--- src/rtl/shift_rows_seq.sv ---
// shift_rows_seq: sequential forward AES ShiftRows, one row rotation per step.
// Latency: 3*ROW_STEP_CYCLES clk cycles from the start-sampling edge to done high.
// Backpressure: result and done are held in DONE until ack; start is only honoured in IDLE.
//
// Ports:
//   clk       rising-edge clock
//   rst       asynchronous, active-high reset
//   start     capture request, honoured only in IDLE
//   state_in  16-byte AES state, byte k = bits [8k:8k+7], byte index = 4*col + row
//   ack       consumer acknowledge, honoured only in DONE
//   state_out registered ShiftRows result
//   busy      high in every state except IDLE
//   done      high while state_out holds an unacknowledged result
module shift_rows_seq #(
  parameter int ROW_STEP_CYCLES = 1  // cycles spent per row step, 1..15
) (
  input  logic         clk,
  input  logic         rst,
  input  logic         start,
  input  logic [0:127] state_in,
  input  logic         ack,
  output logic [0:127] state_out,
  output logic         busy,
  output logic         done
);

  typedef enum logic [2:0] {
    IDLE = 3'd0,
    ROW1 = 3'd1,
    ROW2 = 3'd2,
    ROW3 = 3'd3,
    DONE = 3'd4
  } state_t;

  localparam logic [3:0] STEP_LAST = 4'(ROW_STEP_CYCLES - 1);

  state_t       state;
  state_t       state_nxt;
  logic [0:127] work;
  logic [3:0]   step_cnt;
  logic         step_end;

  assign step_end = (step_cnt == STEP_LAST);

  // Rotate row 'row' of a column-major state left by 'row' byte positions:
  // byte (row, c) takes byte (row, (c + row) mod 4).
  function automatic logic [0:127] rotate_row(input logic [0:127] s, input int row);
    logic [0:127] r;
    r = s;
    for (int c = 0; c < 4; c++) begin
      r[8*(4*c + row) +: 8] = s[8*(4*((c + row) % 4) + row) +: 8];
    end
    return r;
  endfunction

  // State register
  always_ff @(posedge clk or posedge rst) begin
    if (rst) begin
      state <= IDLE;
    end else begin
      state <= state_nxt;
    end
  end

  // Next-state logic
  always_comb begin
    state_nxt = state;
    case (state)
      IDLE:    if (start)    state_nxt = ROW1;
      ROW1:    if (step_end) state_nxt = ROW2;
      ROW2:    if (step_end) state_nxt = ROW3;
      ROW3:    if (step_end) state_nxt = DONE;
      DONE:    if (ack)      state_nxt = IDLE;  // start in DONE is deliberately ignored
      default:               state_nxt = IDLE;
    endcase
  end

  // Outputs decoded from the registered state
  always_comb begin
    busy = (state != IDLE);
    done = (state == DONE);
  end

  // Datapath: working register, step counter and result register.
  // Row 0 never moves, so it needs no step of its own.
  always_ff @(posedge clk or posedge rst) begin
    if (rst) begin
      work      <= '0;
      step_cnt  <= '0;
      state_out <= '0;
    end else begin
      case (state)
        IDLE: begin
          if (start) begin
            work     <= state_in;
            step_cnt <= '0;
          end
        end
        ROW1: begin
          if (step_end) begin
            work     <= rotate_row(work, 1);
            step_cnt <= '0;
          end else begin
            step_cnt <= step_cnt + 4'd1;
          end
        end
        ROW2: begin
          if (step_end) begin
            work     <= rotate_row(work, 2);
            step_cnt <= '0;
          end else begin
            step_cnt <= step_cnt + 4'd1;
          end
        end
        ROW3: begin
          if (step_end) begin
            // state_out only ever changes here, so no partial result can leak out
            work      <= rotate_row(work, 3);
            state_out <= rotate_row(work, 3);
            step_cnt  <= '0;
          end else begin
            step_cnt <= step_cnt + 4'd1;
          end
        end
        default: ;
      endcase
    end
  end

endmodule

--- config.mk ---
export PLATFORM = sky130hd
export DESIGN_NAME = shift_rows_seq
export DESIGN_NICKNAME = d
export VERILOG_FILES = /design/src/rtl/shift_rows_seq.sv
export SDC_FILE = /design/constraint.sdc
export NUM_CORES = 1
export LEC_CHECK = 0
export BUFFER_PORTS_ARGS = -buffer_cell sky130_fd_sc_hd__buf_2
export CAP_MARGIN = 5
export CELL_PAD_IN_SITES_DETAIL_PLACEMENT = 1
export CELL_PAD_IN_SITES_GLOBAL_PLACEMENT = 2
export CORE_MARGIN = 3
export CORE_UTILIZATION = 39
export CTS_CLUSTER_SIZE = 8
export DETAILED_ROUTE_END_ITERATION = 8
export PLACE_DENSITY = 0.9
export RECOVER_POWER = 25
export SETUP_SLACK_MARGIN = 0.4
export SLEW_MARGIN = 20
export SYNTH_ARGS = -nofsm -noshare
export SYNTH_HDL_FRONTEND = slang
export SYNTH_SLANG_ARGS = --single-unit
--- constraint.sdc ---
create_clock -name clk -period 15 [get_ports clk]
set_clock_uncertainty 0.05 [all_clocks]
set_input_delay 1.5 -clock clk [delete_from_list [all_inputs] [get_ports clk]]
set_output_delay 1.5 -clock clk [all_outputs]
set_load 0.1 [all_outputs]
# == Word level (Yosys, flattened, before mapping) ==
# Cells that the tools add are included.
# totals
regBits,263
# classes
addsub,1
eq_ne,9
n_mux,14
bitwise,3
reduce_logical,15
# op_table
operator,n
128-bit one-hot mux with 4 select lines,1
128-bit two-way mux,1
120-bit two-way mux,1
112-bit two-way mux,1
104-bit two-way mux,1
5-bit AND reduction,5
3-bit two-way mux,5
3-bit one-hot mux with 5 select lines,1
2-bit inequality test (second input constant),5
4-bit two-way mux,2
4-bit one-hot mux with 2 select lines,1
2-bit nonzero test,4
3-bit by 2-bit == test with 1-bit output (second input constant),2
4-bit by 1-bit adder with 4-bit output (second input constant),1
4-bit zero test,1
2-bit AND reduction,2
3-bit by 1-bit == test with 1-bit output (second input constant),1
3-bit == test (second input constant),1
3-bit zero test,1
1-bit NOT,3
3-bit nonzero test,1
3-bit OR reduction,1

# == Logic depth before layout (Yosys ltp) ==
# Gate-level depths: netlist (run 1).
# depth
depth_word,4
ltp_mapped,7
depth_no_buf,5

# == Worst setup path after synthesis (run 1) ==
# Ideal clock, no wire load.
# synth_timing
path_type,reg-to-output
start,register state[2]
end,output busy
arrival_time_ps,1762
required_time_ps,13450
setup_slack_ps,11688
stages_incl_launch_ff,5
path_cell_list,dfrtp_1 buf_2 buf_2 buf_1 or3_1
# synth_between
elab_chain_len,1
# synth_lines
item,line_no,text
start: declaration,37,state_t state;
start signal: assignment,61,state <= state_nxt;
3-bit nonzero test,80,busy = (state != IDLE);
end: declaration,23,"output logic busy,"
# Every way passes these cells.

# == Worst setup path after layout (run 1) ==
# layout_timing
start,register state[0]
end,register work[119] (netlist bit)
# layout_between
elab_chain_len,3
elab_cells_between_ends,11
cone_classes,5 x eq/ne; 1 x mux; 2 x bitwise; 3 x reduce/logical
# layout_lines
item,line_no,text
"3-bit by 2-bit == test with 1-bit output, or another cell as far along",92,case (state)
"2-bit inequality test (no line), or another cell as far along",n/a,
5-bit AND reduction (no line),n/a,
end signal: assignment,95,work <= state_in;
end signal: assignment,101,"work <= rotate_row(work, 1);"
end signal: assignment,109,"work <= rotate_row(work, 2);"
end: declaration,39,logic [0:127] work;
# Several ways; a longest one is shown, not always the timed one. The select of a mux whose other input is x is not followed.
# A chain may end at the register's enable or synchronous reset.

==> metrics.csv, run 1 <==
stage,metric,value,unit
hold_path,hold_sp,state_out[112]$_DFFE_PP0P_,
detailed_routing,First-pass DRT Iterations,4,
cts,clk_lat worst skew,0.51,ns
cts,Clock Pin Slew Worst Setup and Hold Paths,0.05,ns
sta,slew margin rel.,-236,%
cts,Hold Buf Count CTS,0,
cts,"Setup Fix Bufs, Post-CTS",0,
sta,Final Hold Fails,0,
cells_and_area,"commonest cells after routing, fill and taps aside","dfrtp_1, buf_2, mux2_2, nand2_1, inv_1",
die,initial core utilization,40.1,%
logic_synthesis,post-synth top area share,56.4,%
worst_setup_path,worst-path maximum fanout,41,
cells_and_area,FF+latch area,6580,um^2
sta,period utilization,37.3,%
logic_synthesis,Post-Synth XOR/XNOR Area,0.150,%
grt,"Remaining Overflow, GRT",0,
logic_synthesis,Netlist cell types,35,
sta,setup_tns,0,ns
worst_setup_path,r2r endpoint,work[119]$_DFFE_PP0P_,
worst_setup_path,FF-to-FF Start,state[0]$_DFFE_PP0P_,
cells_and_area,nets,1297,
worst_setup_path,critical path arrival,5.92,ns
cts,TritonCTS clock tree,yes,
logic_synthesis,average size of a mapped cell,12.7,um^2
sta,final slew viol count,234,
logic_synthesis,Post-Syn Area,11700,um^2
cells_and_area,antenna diode count,0,
logic_synthesis,post-synthesis compound-gate area fraction,7.83,%
grt,initial antenna violation count,6,
outcome,violated checks,"max-capacitance violations, max-slew violations",
placement,placer congestion estimate,0.736,
die,die height,179,um
cells_and_area,"Area growth, synth to finish",22.3,%
cts,CTS Buf Count,39,
worst_setup_path,Critical Path Start Type,flop,
sta,crit path time final,5.60,ns
worst_setup_path,WP data required,15.32,ns
sta,FMAX,179,MHz
grt,first-pass GRT wire length,48300,um
worst_setup_path,critical path class,reg2reg,
cells_and_area,share of layout cells above drive strength 1,46.3,%
detailed_routing,drt total wl,30500,um
cts,clk root buf,clkbuf_16,
cts,Post-CTS Resized,0,
die,top-level I/O count,262,
sta,final setup fails,0,
cts,TritonCTS Sinks,263,
logic_synthesis,Syn Inst Count,916,
grt,largest net degree at the start of global routing,116,
logic_synthesis,main combinational cell family by area after synthesis,multiplexers,
grt,number of global-route vias before repair,8825,
run,Max-Cap Viols,4,
detailed_routing,Residual DRC,0,
die,core area,29100,um^2
logic_synthesis,post-synthesis mux area share,24.8,%
worst_setup_path,Critical path origin,state[0]$_DFFE_PP0P_,
die,FP Rows,62,
detailed_routing,DR vias/cell,5.27,
worst_setup_path,Worst R2R Setup Slack,9.40,ns
worst_setup_path,R2R cell count,4,
logic_synthesis,area share of fa/ha/maj cells after synthesis,0.214,%
detailed_routing,vias,8184,
detailed_routing,WL/cell,19.6,um
logic_synthesis,Synth area leaders,"dfrtp_1, mux2_2, o221ai_1",
hold_path,HP Class,reg2reg,
placement,Post-DP HPWL,19900,um
placement,input/output buffers,261,
logic_synthesis,cell taking the most area after synthesis,dfrtp_1,
logic_synthesis,yosys warns,0,
cts,H-tree depth,2,
logic_synthesis,Simple-Gate Fraction of Synth Area,5.51,%
grt,Overall Global Routing Usage,18.7,%
detailed_routing,DRT antenna net count,0,
logic_synthesis,post-synth net total,1050,
sta,unrepaired setup endpoints after global routing,no,
die,die span in x,179,um
detailed_routing,Initial DRC Count,481,
sta,worst-margin pin slew,5.01,ns
cells_and_area,FILL cells,3083,
logic_synthesis,sequential element share of the synthesized area,56.4,%
outcome,status,"complete, but fails checks",
worst_setup_path,CP Capture Type,flop,
cts,Clock Tree Buf Depth,3,
cells_and_area,"most common cell after layout, fill and taps aside",dfrtp_1,
worst_setup_path,crit path capture,work[119]$_DFFE_PP0P_,
die,Die ar.,32000,um^2
cells_and_area,Multi-input gate area,4470,um^2
logic_synthesis,register bit total from synthesis,263,
## logic make-up after synthesis
group | count (synthesis)
flip-flops | 263
multiplexers | 257
AND/OR/NAND/NOR | 150
buffers and inverters | 136
AO/OA/AOI/OAI | 106
XOR/XNOR | 2
adder cells (fa/ha/maj) | 2
## critical path, stage by stage (launching register included)
cell and delay, ns:
dfrtp_1 0.57, clkbuf_1 0.65, o21bai_1 2.57, o221a_2 1.16
mux2_2 0.42
## cell type report
cell class	instances	share of cell area, %
Clock buffer	44	7.26
Clock inverter	3	0.210
Inverter	69	1.82
Multi-Input combinational cell	517	31.3
Sequential cell	263	46.1
Tap cell	384	3.37
Timing Repair Buffer	273	9.89
## worst min path at each step
stage / to / slack (ns) / cells past startpoint
2_1_floorplan: state_out[0]$_DFFE_PP0P_ / 0.42 / 1
3_3_place_gp: state_out[127]$_DFFE_PP0P_ / 0.42 / 1
3_5_place_dp: state_out[35]$_DFFE_PP0P_ / 0.44 / 1
4_1_cts: state_out[35]$_DFFE_PP0P_ / 0.45 / 1
5_1_grt: state_out[35]$_DFFE_PP0P_ / 0.45 / 1
6_report: state_out[112]$_DFFE_PP0P_ / 0.45 / 1
## cells in the mapped netlist (all sizes together)
cell type	count
a211oi	1
a21o	2
a21oi	1
a22o	32
and3b	1
buf	41
clkbuf	26
dfrtp	263
ha	2
inv	69
mux2	256
mux2i	1
nand2	130
nand3	4
nor2	3
nor2b	1
nor3	1
nor3b	2
nor4b	2
nor4bb	1
o21ai	3
o21bai	1
o221a	1
o221ai	64
o31ai	1
or2	3
or3	1
or4b	1
xnor2	1
xor2	1
## metal layers
layer | part of all wire (%) | up-vias | global-route usage, % | routed length, um
met5 | 0.30 | - | 0 | 90
met3 | 7.5 | 56 | 5.76 | 2300
li1 | - | 3710 | - | -
met2 | 48 | 234 | 30.8 | 14600
met1 | 42 | 4172 | 24.4 | 12900
met4 | 1.9 | 12 | 4.38 | 565
## flip-flops by register name, indices dropped and copies added (netlist names)
name and flops:
state_out 128, step_cnt 4, state 3, work 128
## metrics by stage
stage | setup slack, ns | area (um^2) | hold slack [ns] | cells | utilization, %
CTS | 11.14 | 14300 | 0.450 | 1552 | 49.2
detailed placement | 11.38 | 13200 | 0.439 | 1505 | 45.5
floorplan | 6.21 | 11700 | 0.425 | 916 | -
global placement | 11.40 | 13200 | 0.422 | 1505 | 45.5
global route | 8.95 | 14300 | 0.454 | 1553 | 49.1
finish | 9.40 | 14300 | 0.445 | 1553 | 49.1
Power of run 1 is left out: the tool's default activity adds up to more than one toggle a clock period on the data nets, which glitch-free logic cannot reach.
==> run 2: changes to the inputs <==
--- a/config.mk
+++ b/config.mk
@@ -10,10 +10,10 @@
 export CELL_PAD_IN_SITES_DETAIL_PLACEMENT = 1
 export CELL_PAD_IN_SITES_GLOBAL_PLACEMENT = 2
 export CORE_MARGIN = 3
-export CORE_UTILIZATION = 39
+export CORE_UTILIZATION = 36
 export CTS_CLUSTER_SIZE = 8
 export DETAILED_ROUTE_END_ITERATION = 8
-export PLACE_DENSITY = 0.9
+export PLACE_DENSITY = 0.84
 export RECOVER_POWER = 25
 export SETUP_SLACK_MARGIN = 0.4
 export SLEW_MARGIN = 20
==> constraint.sdc (replaced) <==
create_clock -name clk -period 5.45 [get_ports clk]
set_clock_uncertainty 0.05 [all_clocks]
set_input_delay 0.545 -clock clk [delete_from_list [all_inputs] [get_ports clk]]
set_output_delay 0.545 -clock clk [all_outputs]
set_load 0.1 [all_outputs]
==> metrics.csv, run 2 (synthesis gave the netlist of run 1 again) <==
stage,metric,value,unit,change
cts,"Setup Fix Bufs, Post-CTS",0,,unchanged
worst_setup_path,CP Capture Type,flop,,
placement,"worst slack, placed",2.17,ns,-9.22 ns
cells_and_area,Post-Layout Cell Count,1566,,+0.84%
placement,Cells after DPL,1522,,+1.1%
sta,final slew viol count,123,,-47%
cells_and_area,"Area growth, synth to finish",22.4,%,about the same
grt,first-pass GRT wire length,48100,um,-0.40%
placement,placer congestion estimate,0.726,,-1.3%
outcome,status,"complete, but fails checks",,
worst_setup_path,critical path class,reg2reg,,
sta,crit path time final,3.28,ns,-2.32 ns
worst_setup_path,Critical Path Start Type,flop,,
grt,initial antenna violation count,4,,-2
worst_setup_path,worst-path maximum fanout,128,,+210%
grt,number of global-route vias before repair,8602,,-2.5%
cts,CTS Buf Count,38,,-2.6%
die,FP Rows,65,,+4.8%
sta,Final Hold Fails,0,,unchanged
cts,clk root buf,clkbuf_16,,
detailed_routing,First-pass DRT Iterations,4,,unchanged
sta,worst-margin pin slew,3.07,ns,-1.95 ns
cells_and_area,nets,1294,,-0.23%
detailed_routing,Residual DRC,0,,unchanged
sta,FMAX,304,MHz,+71%
cts,TritonCTS Sinks,263,,unchanged
worst_setup_path,WP data required,5.78,ns,-9.54 ns
detailed_routing,vias,7982,,-2.5%
cells_and_area,final core utilization,45.0,%,-4.0 points
cells_and_area,largest registers,"state_out: 128 flops, work: 128 flops, step_cnt: 4 flops",,
cts,Clock Pin Slew Worst Setup and Hold Paths,0.06,ns,about the same
cts,clk_lat worst skew,0.51,ns,about the same
cells_and_area,"commonest cells after routing, fill and taps aside","dfrtp_1, buf_2, mux2_2, nand2_1, inv_1",,
cts,Post-CTS Resized,0,,unchanged
cells_and_area,"most common cell after layout, fill and taps aside",dfrtp_1,,
cts,H-tree depth,2,,unchanged
grt,"Remaining Overflow, GRT",0,,unchanged
die,die height,186,um,+3.9%
cells_and_area,FILL cells,3356,,+8.9%
detailed_routing,WL/cell,19.4,um,-1.3%
sta,final setup margin,2.17,ns,-7.23 ns
grt,largest net degree at the start of global routing,142,,+22%
grt,Overall Global Routing Usage,17.4,%,-1.3 points
die,core area,31700,um^2,+9.0%
outcome,violated checks,"max-capacitance violations, max-slew violations",,
detailed_routing,Initial DRC Count,311,,-35%
worst_setup_path,critical path arrival,3.61,ns,-2.31 ns
sta,final setup fails,0,,unchanged
run,Max-Cap Viols,1,,-3
die,top-level I/O count,262,,unchanged
cts,Hold Buf Count CTS,0,,unchanged
hold_path,HP Class,in2async,,
sta,unrepaired setup endpoints after global routing,no,,
placement,input/output buffers,261,,unchanged
detailed_routing,DRT antenna net count,0,,unchanged
die,Die ar.,34600,um^2,+8.1%
sta,slew margin rel.,-104,%,+130 points
die,die span in x,186,um,+3.9%
cells_and_area,share of layout cells above drive strength 1,46.7,%,+0.41 points
cts,TritonCTS clock tree,yes,,
detailed_routing,DR vias/cell,5.10,,-3.3%
placement,Post-DP HPWL,19900,um,-0.18%
sta,period utilization,60.3,%,+23 points
cts,Clock Tree Buf Depth,3,,unchanged
die,initial core utilization,36.8,%,-3.3 points
detailed_routing,drt total wl,30400,um,-0.44%
sta,setup_tns,0,ns,unchanged
run 2: cell types whose count changed in the layout (fill, tap and decap cells not counted), sizes merged:
cell    delta
clkbuf     -4
buf        -1
inv        -1
diode      +1
run 2: critical path: stages, from the launching register on:
cell and delay (ns):
dfrtp_2 0.86, buf_4 0.50, and3b_1 0.25, buf_4 0.26, nand2_4 0.13, buf_12 0.52
mux2_2 0.41
run 2: worst paths after layout:
| path | start | endpoint | slack [ns] | cells past startpoint |
|---|---|---|---|---|
| worst max-delay path | state[2]$_DFFE_PP0P_ | state_out[117]$_DFFE_PP0P_ | 2.17 | 6 |
| worst min-delay path | rst | state_out[35]$_DFFE_PP0P_ | 0.15 | 3 |
| worst max register to register | state[2]$_DFFE_PP0P_ | state_out[117]$_DFFE_PP0P_ | 2.17 | 6 |
| worst min register to register | state_out[127]$_DFFE_PP0P_ | state_out[127]$_DFFE_PP0P_ | 0.44 | 1 |
| max in group asynchronous | rst | state_out[55]$_DFFE_PP0P_ | 2.30 | 3 |
| min in group clk | ack | state[2]$_DFFE_PP0P_ | 0.19 | 2 |
run 2: final cells by class:
type | instances | area, um^2 | area share (%)
Clock inverter | 2 | 32.5 | 0.228
Sequential cell | 263 | 6580 | 46.1
Clock buffer | 41 | 983 | 6.88
Antenna cell | 1 | 2.50 | 0.0175
Inverter | 69 | 260 | 1.82
Tap cell | 402 | 503 | 3.52
Multi-Input combinational cell | 517 | 4520 | 31.6
Timing Repair Buffer | 271 | 1400 | 9.82
run 2: metrics by stage:
stage / hold slack [ns] / cell area, um^2
after global routing: 0.195 / 14300
after floorplan: 0.425 / 11700
after global placement: 0.421 / 13300
after detailed placement: 0.435 / 13300
final: 0.151 / 14300
after CTS: 0.176 / 14300
run 2: routing by layer:
metal | global-route usage, % | vias up | wire length, um
met5 | 0 | - | 48
met4 | 4.56 | 8 | 540
met3 | 5.39 | 48 | 2150
met2 | 28.0 | 191 | 14300
met1 | 23.1 | 4039 | 13400
li1 | - | 3696 | -
Power of run 2 is left out for the same reason.
